==> config.mk <==
export PLATFORM = sky130hd
export DESIGN_NAME = weighted_pred_unit
export DESIGN_NICKNAME = d
export VERILOG_FILES = /design/src/rtl/weighted_pred_unit_pkg.sv /design/src/rtl/wp_lane.sv /design/src/rtl/weighted_pred_unit.sv
export SDC_FILE = /design/constraint.sdc
export NUM_CORES = 2
export LEC_CHECK = 0
export CAP_MARGIN = 5
export CORE_MARGIN = 2
export CORE_UTILIZATION = 50
export DETAILED_ROUTE_END_ITERATION = 7
export PLACE_DENSITY_LB_ADDON = 0.2
export SETUP_SLACK_MARGIN = 0.4
export SYNTH_ARGS = -nofsm -noshare
export SYNTH_HDL_FRONTEND = slang
export SYNTH_HIERARCHICAL = 1
export SYNTH_SLANG_ARGS = --single-unit
export TNS_END_PERCENT = 50
==> constraint.sdc <==
create_clock -name clk -period 6.56 [get_ports clk]
set_input_delay 0.984 -clock clk [delete_from_list [all_inputs] [get_ports clk]]
set_output_delay 0.984 -clock clk [all_outputs]
set_load 0.1 [all_outputs]
==> src/rtl/weighted_pred_unit_pkg.sv <==
// Shared constants and types for the H.264 weighted sample prediction unit.
package weighted_pred_unit_pkg;

  localparam int unsigned WP_ACC_W = 19;
  localparam int unsigned WP_MUL_W = 17;
  localparam int unsigned WP_LANES = 4;

  localparam logic [1:0] PD_L0 = 2'b01;
  localparam logic [1:0] PD_L1 = 2'b10;
  localparam logic [1:0] PD_BI = 2'b11;

  localparam int CLIP_MIN = 0;
  localparam int CLIP_MAX = 255;

  typedef logic signed [WP_ACC_W-1:0] wp_acc_t;
  typedef logic signed [WP_MUL_W-1:0] wp_mul_t;

  typedef struct packed {
    logic [1:0] dir;
    logic       expl;
    logic [2:0] log_wd;
    logic [7:0] w0;
    logic [7:0] w1;
    logic [7:0] o0;
    logic [7:0] o1;
  } wp_cfg_t;

  // The illegal direction 00 behaves as L0 only.
  function automatic logic [1:0] norm_dir(input logic [1:0] dir);
    return (dir == 2'b00) ? PD_L0 : dir;
  endfunction

endpackage

==> src/rtl/wp_lane.sv <==
// One sample lane: multiply, round/shift, offset/clip, each stage registered on en.
module wp_lane
  import weighted_pred_unit_pkg::*;
#(
  parameter int unsigned SAMPLE_W = 8
) (
  input  logic                clk,
  input  logic                reset_n,
  input  logic                en,
  input  logic                expl_a,
  input  logic [7:0]          w0_a,
  input  logic [7:0]          w1_a,
  input  logic [SAMPLE_W-1:0] x0,
  input  logic [SAMPLE_W-1:0] x1,
  input  logic                expl_b,
  input  logic                bi_b,
  input  logic                l1_b,
  input  logic [2:0]          log_wd_b,
  input  logic                expl_c,
  input  logic                bi_c,
  input  logic                l1_c,
  input  logic [7:0]          o0_c,
  input  logic [7:0]          o1_c,
  output logic [SAMPLE_W-1:0] y
);

  wp_mul_t p0_d, p1_d, p0_q, p1_q;
  wp_acc_t a0, a1, sel, r_d, r_q;
  wp_acc_t o0s, o1s, off, sum;
  logic [3:0] sh;
  logic [SAMPLE_W-1:0] y_d;

  // Stage 1: signed weight times unsigned sample; default mode passes samples through.
  always_comb begin
    p0_d = wp_mul_t'(x0);
    p1_d = wp_mul_t'(x1);
    if (expl_a) begin
      p0_d = wp_mul_t'($signed({1'b0, x0})) * wp_mul_t'($signed(w0_a));
      p1_d = wp_mul_t'($signed({1'b0, x1})) * wp_mul_t'($signed(w1_a));
    end
  end

  // Stage 2: rounding and arithmetic shift by the weight denominator.
  always_comb begin
    a0  = wp_acc_t'(p0_q);
    a1  = wp_acc_t'(p1_q);
    sel = l1_b ? a1 : a0;
    sh  = {1'b0, log_wd_b};
    r_d = sel;
    if (expl_b) begin
      if (bi_b)
        r_d = (a0 + a1 + (wp_acc_t'(1) <<< sh)) >>> (sh + 4'd1);
      else if (log_wd_b != 3'd0)
        r_d = (sel + (wp_acc_t'(1) <<< (sh - 4'd1))) >>> sh;
    end else if (bi_b) begin
      r_d = (a0 + a1 + wp_acc_t'(1)) >>> 1;
    end
  end

  // Stage 3: offset and clip to the sample range.
  always_comb begin
    o0s = wp_acc_t'($signed(o0_c));
    o1s = wp_acc_t'($signed(o1_c));
    off = '0;
    if (expl_c) begin
      if (bi_c)      off = (o0s + o1s + wp_acc_t'(1)) >>> 1;
      else if (l1_c) off = o1s;
      else           off = o0s;
    end
    sum = r_q + off;
    y_d = SAMPLE_W'(sum);
    if (sum < wp_acc_t'(CLIP_MIN))      y_d = SAMPLE_W'(CLIP_MIN);
    else if (sum > wp_acc_t'(CLIP_MAX)) y_d = SAMPLE_W'(CLIP_MAX);
  end

  always_ff @(posedge clk or negedge reset_n) begin
    if (!reset_n) begin
      p0_q <= '0;
      p1_q <= '0;
      r_q  <= '0;
      y    <= '0;
    end else if (en) begin
      p0_q <= p0_d;
      p1_q <= p1_d;
      r_q  <= r_d;
      y    <= y_d;
    end
  end

endmodule

==> src/rtl/weighted_pred_unit.sv <==
// Weighted prediction top: handshake, row counter, per-block parameter snapshot, 4 lanes.
module weighted_pred_unit
  import weighted_pred_unit_pkg::*;
#(
  parameter int unsigned BLK_ROWS = 4,
  parameter int unsigned SAMPLE_W = 8
) (
  input  logic                         clk,
  input  logic                         reset_n,
  input  logic                         in_valid,
  output logic                         in_ready,
  input  logic [1:0]                   pred_dir,
  input  logic                         explicit_wp,
  input  logic [2:0]                   logWD,
  input  logic [7:0]                   w0,
  input  logic [7:0]                   w1,
  input  logic [7:0]                   o0,
  input  logic [7:0]                   o1,
  input  logic [WP_LANES*SAMPLE_W-1:0] pred_l0,
  input  logic [WP_LANES*SAMPLE_W-1:0] pred_l1,
  output logic                         out_valid,
  input  logic                         out_ready,
  output logic [WP_LANES*SAMPLE_W-1:0] pred_out,
  output logic                         blk_done,
  output logic [$clog2(BLK_ROWS)-1:0]  row_idx
);

  localparam int unsigned ROW_W = $clog2(BLK_ROWS);
  localparam logic [ROW_W-1:0] LAST_ROW = ROW_W'(BLK_ROWS - 1);

  logic en, accept;
  logic v1, v2;
  logic [ROW_W-1:0] in_row, row1, row2;
  wp_cfg_t cfg_in, snap, cfg_s0;
  logic [1:0] dir_s1, dir_s2;
  logic expl_s1, expl_s2;
  logic [2:0] lwd_s1;
  logic [7:0] o0_s1, o1_s1, o0_s2, o1_s2;

  assign en       = !out_valid || out_ready;
  assign in_ready = en;
  assign accept   = in_valid && en;

  assign cfg_in = '{dir: norm_dir(pred_dir), expl: explicit_wp, log_wd: logWD,
                    w0: w0, w1: w1, o0: o0, o1: o1};
  // Row 0 uses the live inputs (they are being snapshotted on the same edge).
  assign cfg_s0 = (in_row == '0) ? cfg_in : snap;

  always_ff @(posedge clk or negedge reset_n) begin
    if (!reset_n) begin
      in_row <= '0;
      snap   <= '0;
    end else if (accept) begin
      in_row <= (in_row == LAST_ROW) ? '0 : in_row + ROW_W'(1);
      if (in_row == '0) snap <= cfg_in;
    end
  end

  // Control pipeline travelling alongside the lane datapaths.
  always_ff @(posedge clk or negedge reset_n) begin
    if (!reset_n) begin
      v1        <= 1'b0;
      v2        <= 1'b0;
      out_valid <= 1'b0;
      row1      <= '0;
      row2      <= '0;
      row_idx   <= '0;
      blk_done  <= 1'b0;
      dir_s1    <= '0;
      dir_s2    <= '0;
      expl_s1   <= 1'b0;
      expl_s2   <= 1'b0;
      lwd_s1    <= '0;
      o0_s1     <= '0;
      o1_s1     <= '0;
      o0_s2     <= '0;
      o1_s2     <= '0;
    end else if (en) begin
      v1        <= accept;
      v2        <= v1;
      out_valid <= v2;
      row1      <= in_row;
      row2      <= row1;
      row_idx   <= row2;
      blk_done  <= v2 && (row2 == LAST_ROW);
      dir_s1    <= cfg_s0.dir;
      dir_s2    <= dir_s1;
      expl_s1   <= cfg_s0.expl;
      expl_s2   <= expl_s1;
      lwd_s1    <= cfg_s0.log_wd;
      o0_s1     <= cfg_s0.o0;
      o1_s1     <= cfg_s0.o1;
      o0_s2     <= o0_s1;
      o1_s2     <= o1_s1;
    end
  end

  for (genvar l = 0; l < int'(WP_LANES); l++) begin : g_lane
    wp_lane #(.SAMPLE_W(SAMPLE_W)) u_lane (
      .clk      (clk),
      .reset_n  (reset_n),
      .en       (en),
      .expl_a   (cfg_s0.expl),
      .w0_a     (cfg_s0.w0),
      .w1_a     (cfg_s0.w1),
      .x0       (pred_l0[l*SAMPLE_W +: SAMPLE_W]),
      .x1       (pred_l1[l*SAMPLE_W +: SAMPLE_W]),
      .expl_b   (expl_s1),
      .bi_b     (dir_s1 == PD_BI),
      .l1_b     (dir_s1 == PD_L1),
      .log_wd_b (lwd_s1),
      .expl_c   (expl_s2),
      .bi_c     (dir_s2 == PD_BI),
      .l1_c     (dir_s2 == PD_L1),
      .o0_c     (o0_s2),
      .o1_c     (o1_s2),
      .y        (pred_out[l*SAMPLE_W +: SAMPLE_W])
    );
  end

endmodule

==> results.ini <==
[global_routing]
grt_util_all_layers_pct = 31.3
grt_pass1_wl_mm = 297
grt_max_degree = 110
grt_pass1_vias = 52300
antenna_found_initial = 19
overflow = 0

[yosys]
seq_area_frac_synth_pct = 14.4
synth-async-reset-ratio_pct = 100
ys_seq_elements = 335
syn_avg_cell_area_um2 = 8.09
ys_warn_count = 6
synth.area.mux_share_pct = 6.97
synth_nets = 8260
syn_inst = 7183
synth_compound_area_share_pct = 22.8
syn-cell-area_um2 = 58100
synth_top_family_by_area = adder cells
synth_adder_area_share_pct = 25.0
synth-edff-count = 0
ys.flop_type = dfrtp_1
synthSimpleGateAreaFrac_pct = 19.6
synth.distinct_cells = 129
synth-xor-area-share_pct = 4.74

[floorplanning]
start_util_pct = 50.2
io_pins = 143
std_cell_rows = 125
core_area_um2 = 116000
die_x_um = 345
fp.dieArea_um2 = 119000
die_h_um = 345

[critical_path]
required_ns = 7.08
cp_data_arrival_time_ns = 6.44
cp_max_fo = 17
critical_path_class = reg2reg
endpoint_kind = flop
startpoint_type = flop

[final_layout]
fill_cells = 10900
drive_gt1_share_pct = 7.67
final_net_count = 8281
final_common_cell = nand2_1
final_cell_mix = nand2_1, ha_1, inv_1, nor2_1, a21oi_1
final_area_um2 = 63200
fin_cells = 8777
syn2layout_area_growth_pct = 8.73

[clocking]
cts-root-buf = clkbuf_16
cts_buffers = 44
cts.clk_slew.worst_paths_ns = 0.07
cts_tree = yes
clk_path_buf_depth = 3
cts_hold_buf = 0
cts.sinks = 335
htreeDepth = 2
clkLatencyLatePin_ns = 0.65

[place]
dp_cells = 8665
dpl-instance-area_um2 = 61400
portBuffers = 142
dp.final_hpwl_mm = 149
place_congestion = 0.986

[sta]
drv_slew = 0
fin_setup_tns_ns = 0
relSlewSlack_pct = 18.5
finalCritPeriodShare_pct = 90.3
finalHoldViolCount = 0
worst_pin_slew_ns = 1.21
rsz0062_at_grt = true
fin_crit_ns = 5.93
setup_viol_count_final = 0
timing.hold.ws_ns = 0.267
max_freq_mhz = 169
clock_skew_ns = 0.0325

[worst_hold_path]
hold_class = in2async

[routing]
dr.pass1.iters = 8
viasPerCell = 6.28
ant_nets = 0
drt_iter0_drc = 5154
vias = 55100
drc = 0
routed_wl_mm = 192
routedWlPerCell_um = 21.9

[run_status]
outcome = finished, final reports clean

[flow_run]
drv_cap = 0

==> final cells by class <==
type / instances / area (µm²) / share of cell area [%]
tap: 1524 / 1910 / 3.02
inverter: 659 / 2480 / 3.93
sequential: 335 / 8400 / 13.3
clock inverter: 28 / 400 / 0.634
multi-input combinational: 5872 / 46100 / 72.9
antenna: 14 / 35.0 / 0.0554
clock buffer: 53 / 1180 / 1.88
timing repair buffer: 292 / 2700 / 4.27
==> cells in the mapped netlist (100+ instances only) <==
| master | n | area, µm² |
|---|---|---|
| xor2_1 | 117 | 1020 |
| clkbuf_1 | 244 | 916 |
| o21ai_0 | 388 | 1940 |
| nand2b_1 | 100 | 626 |
| xnor2_1 | 188 | 1650 |
| nand3_1 | 129 | 646 |
| nor3_1 | 129 | 646 |
| dfrtp_1 | 335 | 8380 |
| o211ai_1 | 103 | 773 |
| mux2i_1 | 186 | 1860 |
| a21oi_1 | 456 | 2280 |
| nor2_1 | 505 | 1900 |
| ha_1 | 655 | 8200 |
| inv_1 | 642 | 2410 |
| fa_1 | 316 | 6330 |
| a21o_1 | 112 | 841 |
| and2_1 | 327 | 2050 |
| mux2_2 | 134 | 1510 |
| nand2_1 | 679 | 2550 |
| a211oi_1 | 124 | 931 |
==> flip-flops by register name (all words and copies together) (netlist names), 8 cells and up <==
signal              count
g_lane.u_lane/p0_q     68
snap                   38
o0_s2                   8
o1_s2                   8
g_lane.u_lane/r_q      76
o1_s1                   8
o0_s1                   8
g_lane.u_lane/y        32
g_lane.u_lane/p1_q     68
==> cell families (layout without fill, tap and decap cells) <==
group,after synthesis,count (layout)
AO/OA/AOI/OAI,1947,1947
XOR/XNOR,310,310
adder cells (fa/ha/maj),971,971
buffers and inverters,978,1032
flip-flops,335,335
multiplexers,354,356
other,0,14
AND/OR/NAND/NOR,2288,2288
==> stage by stage <==
step                      utilization, %  worst slack [ns]
after global placement              53.0             0.142
after global routing                54.6             0.360
after floorplan                        -             0.930
final                               54.6             0.634
after detailed placement            53.0           -0.0300
after CTS                           54.4             0.409
==> worst paths after layout <==
path                                  from                   endpoint  slack [ns]  depth (start not counted)
min in group clk                row_idx[0]                 row_idx[0]        0.47                          2
worst min register to register  row_idx[0]                 row_idx[0]        0.47                          2
worst max-delay path             in_row[0]  g_lane[3].u_lane/p1_q[16]        0.63                         24
max in group asynchronous          reset_n                  lwd_s1[1]        4.78                          2
worst min-delay path               reset_n    g_lane[1].u_lane/r_q[9]        0.27                          1
worst max register to register   in_row[0]  g_lane[3].u_lane/p1_q[16]        0.63                         24
==> worst max-delay path: stages (launching register included) <==
cell,delay [ns]
dfrtp_1,0.40
inv_2,0.10
ha_4,0.21
mux2_2,0.53
and2_1,0.24
ha_1,0.32
fa_1,0.49
ha_1,0.29
inv_1,0.04
fa_1,0.42
inv_1,0.06
ha_1,0.17
inv_1,0.07
fa_1,0.43
nor2b_1,0.15
o21ai_0,0.13
a21boi_1,0.23
o21ai_1,0.11
a21boi_0,0.25
o21ai_0,0.17
a21oi_1,0.25
o21ai_0,0.15
a21oi_1,0.21
nor3b_1,0.07
a221o_1,0.28
==> routing by layer <==
metal	global-route usage (%)	up-vias	wire [µm]
li1	-	25700	-
met2	49.2	2202	85000
met4	10.5	10	6640
met5	0	-	66
met1	43.8	26900	84600
met3	5.03	377	15900
==> what timing repair did <==
| action | CTS | global route |
|---|---|---|
| cloned | 0 | 2 |
| resized for setup | 1 | 40 |
| setup endpoints to repair | 9 | 33 |
| pin swaps | 1 | 5 |
| setup buffers | 0 | 15 |
Power is not shown: default switching activity piles up to over one toggle a cycle in this logic, so the estimate is an artifact.
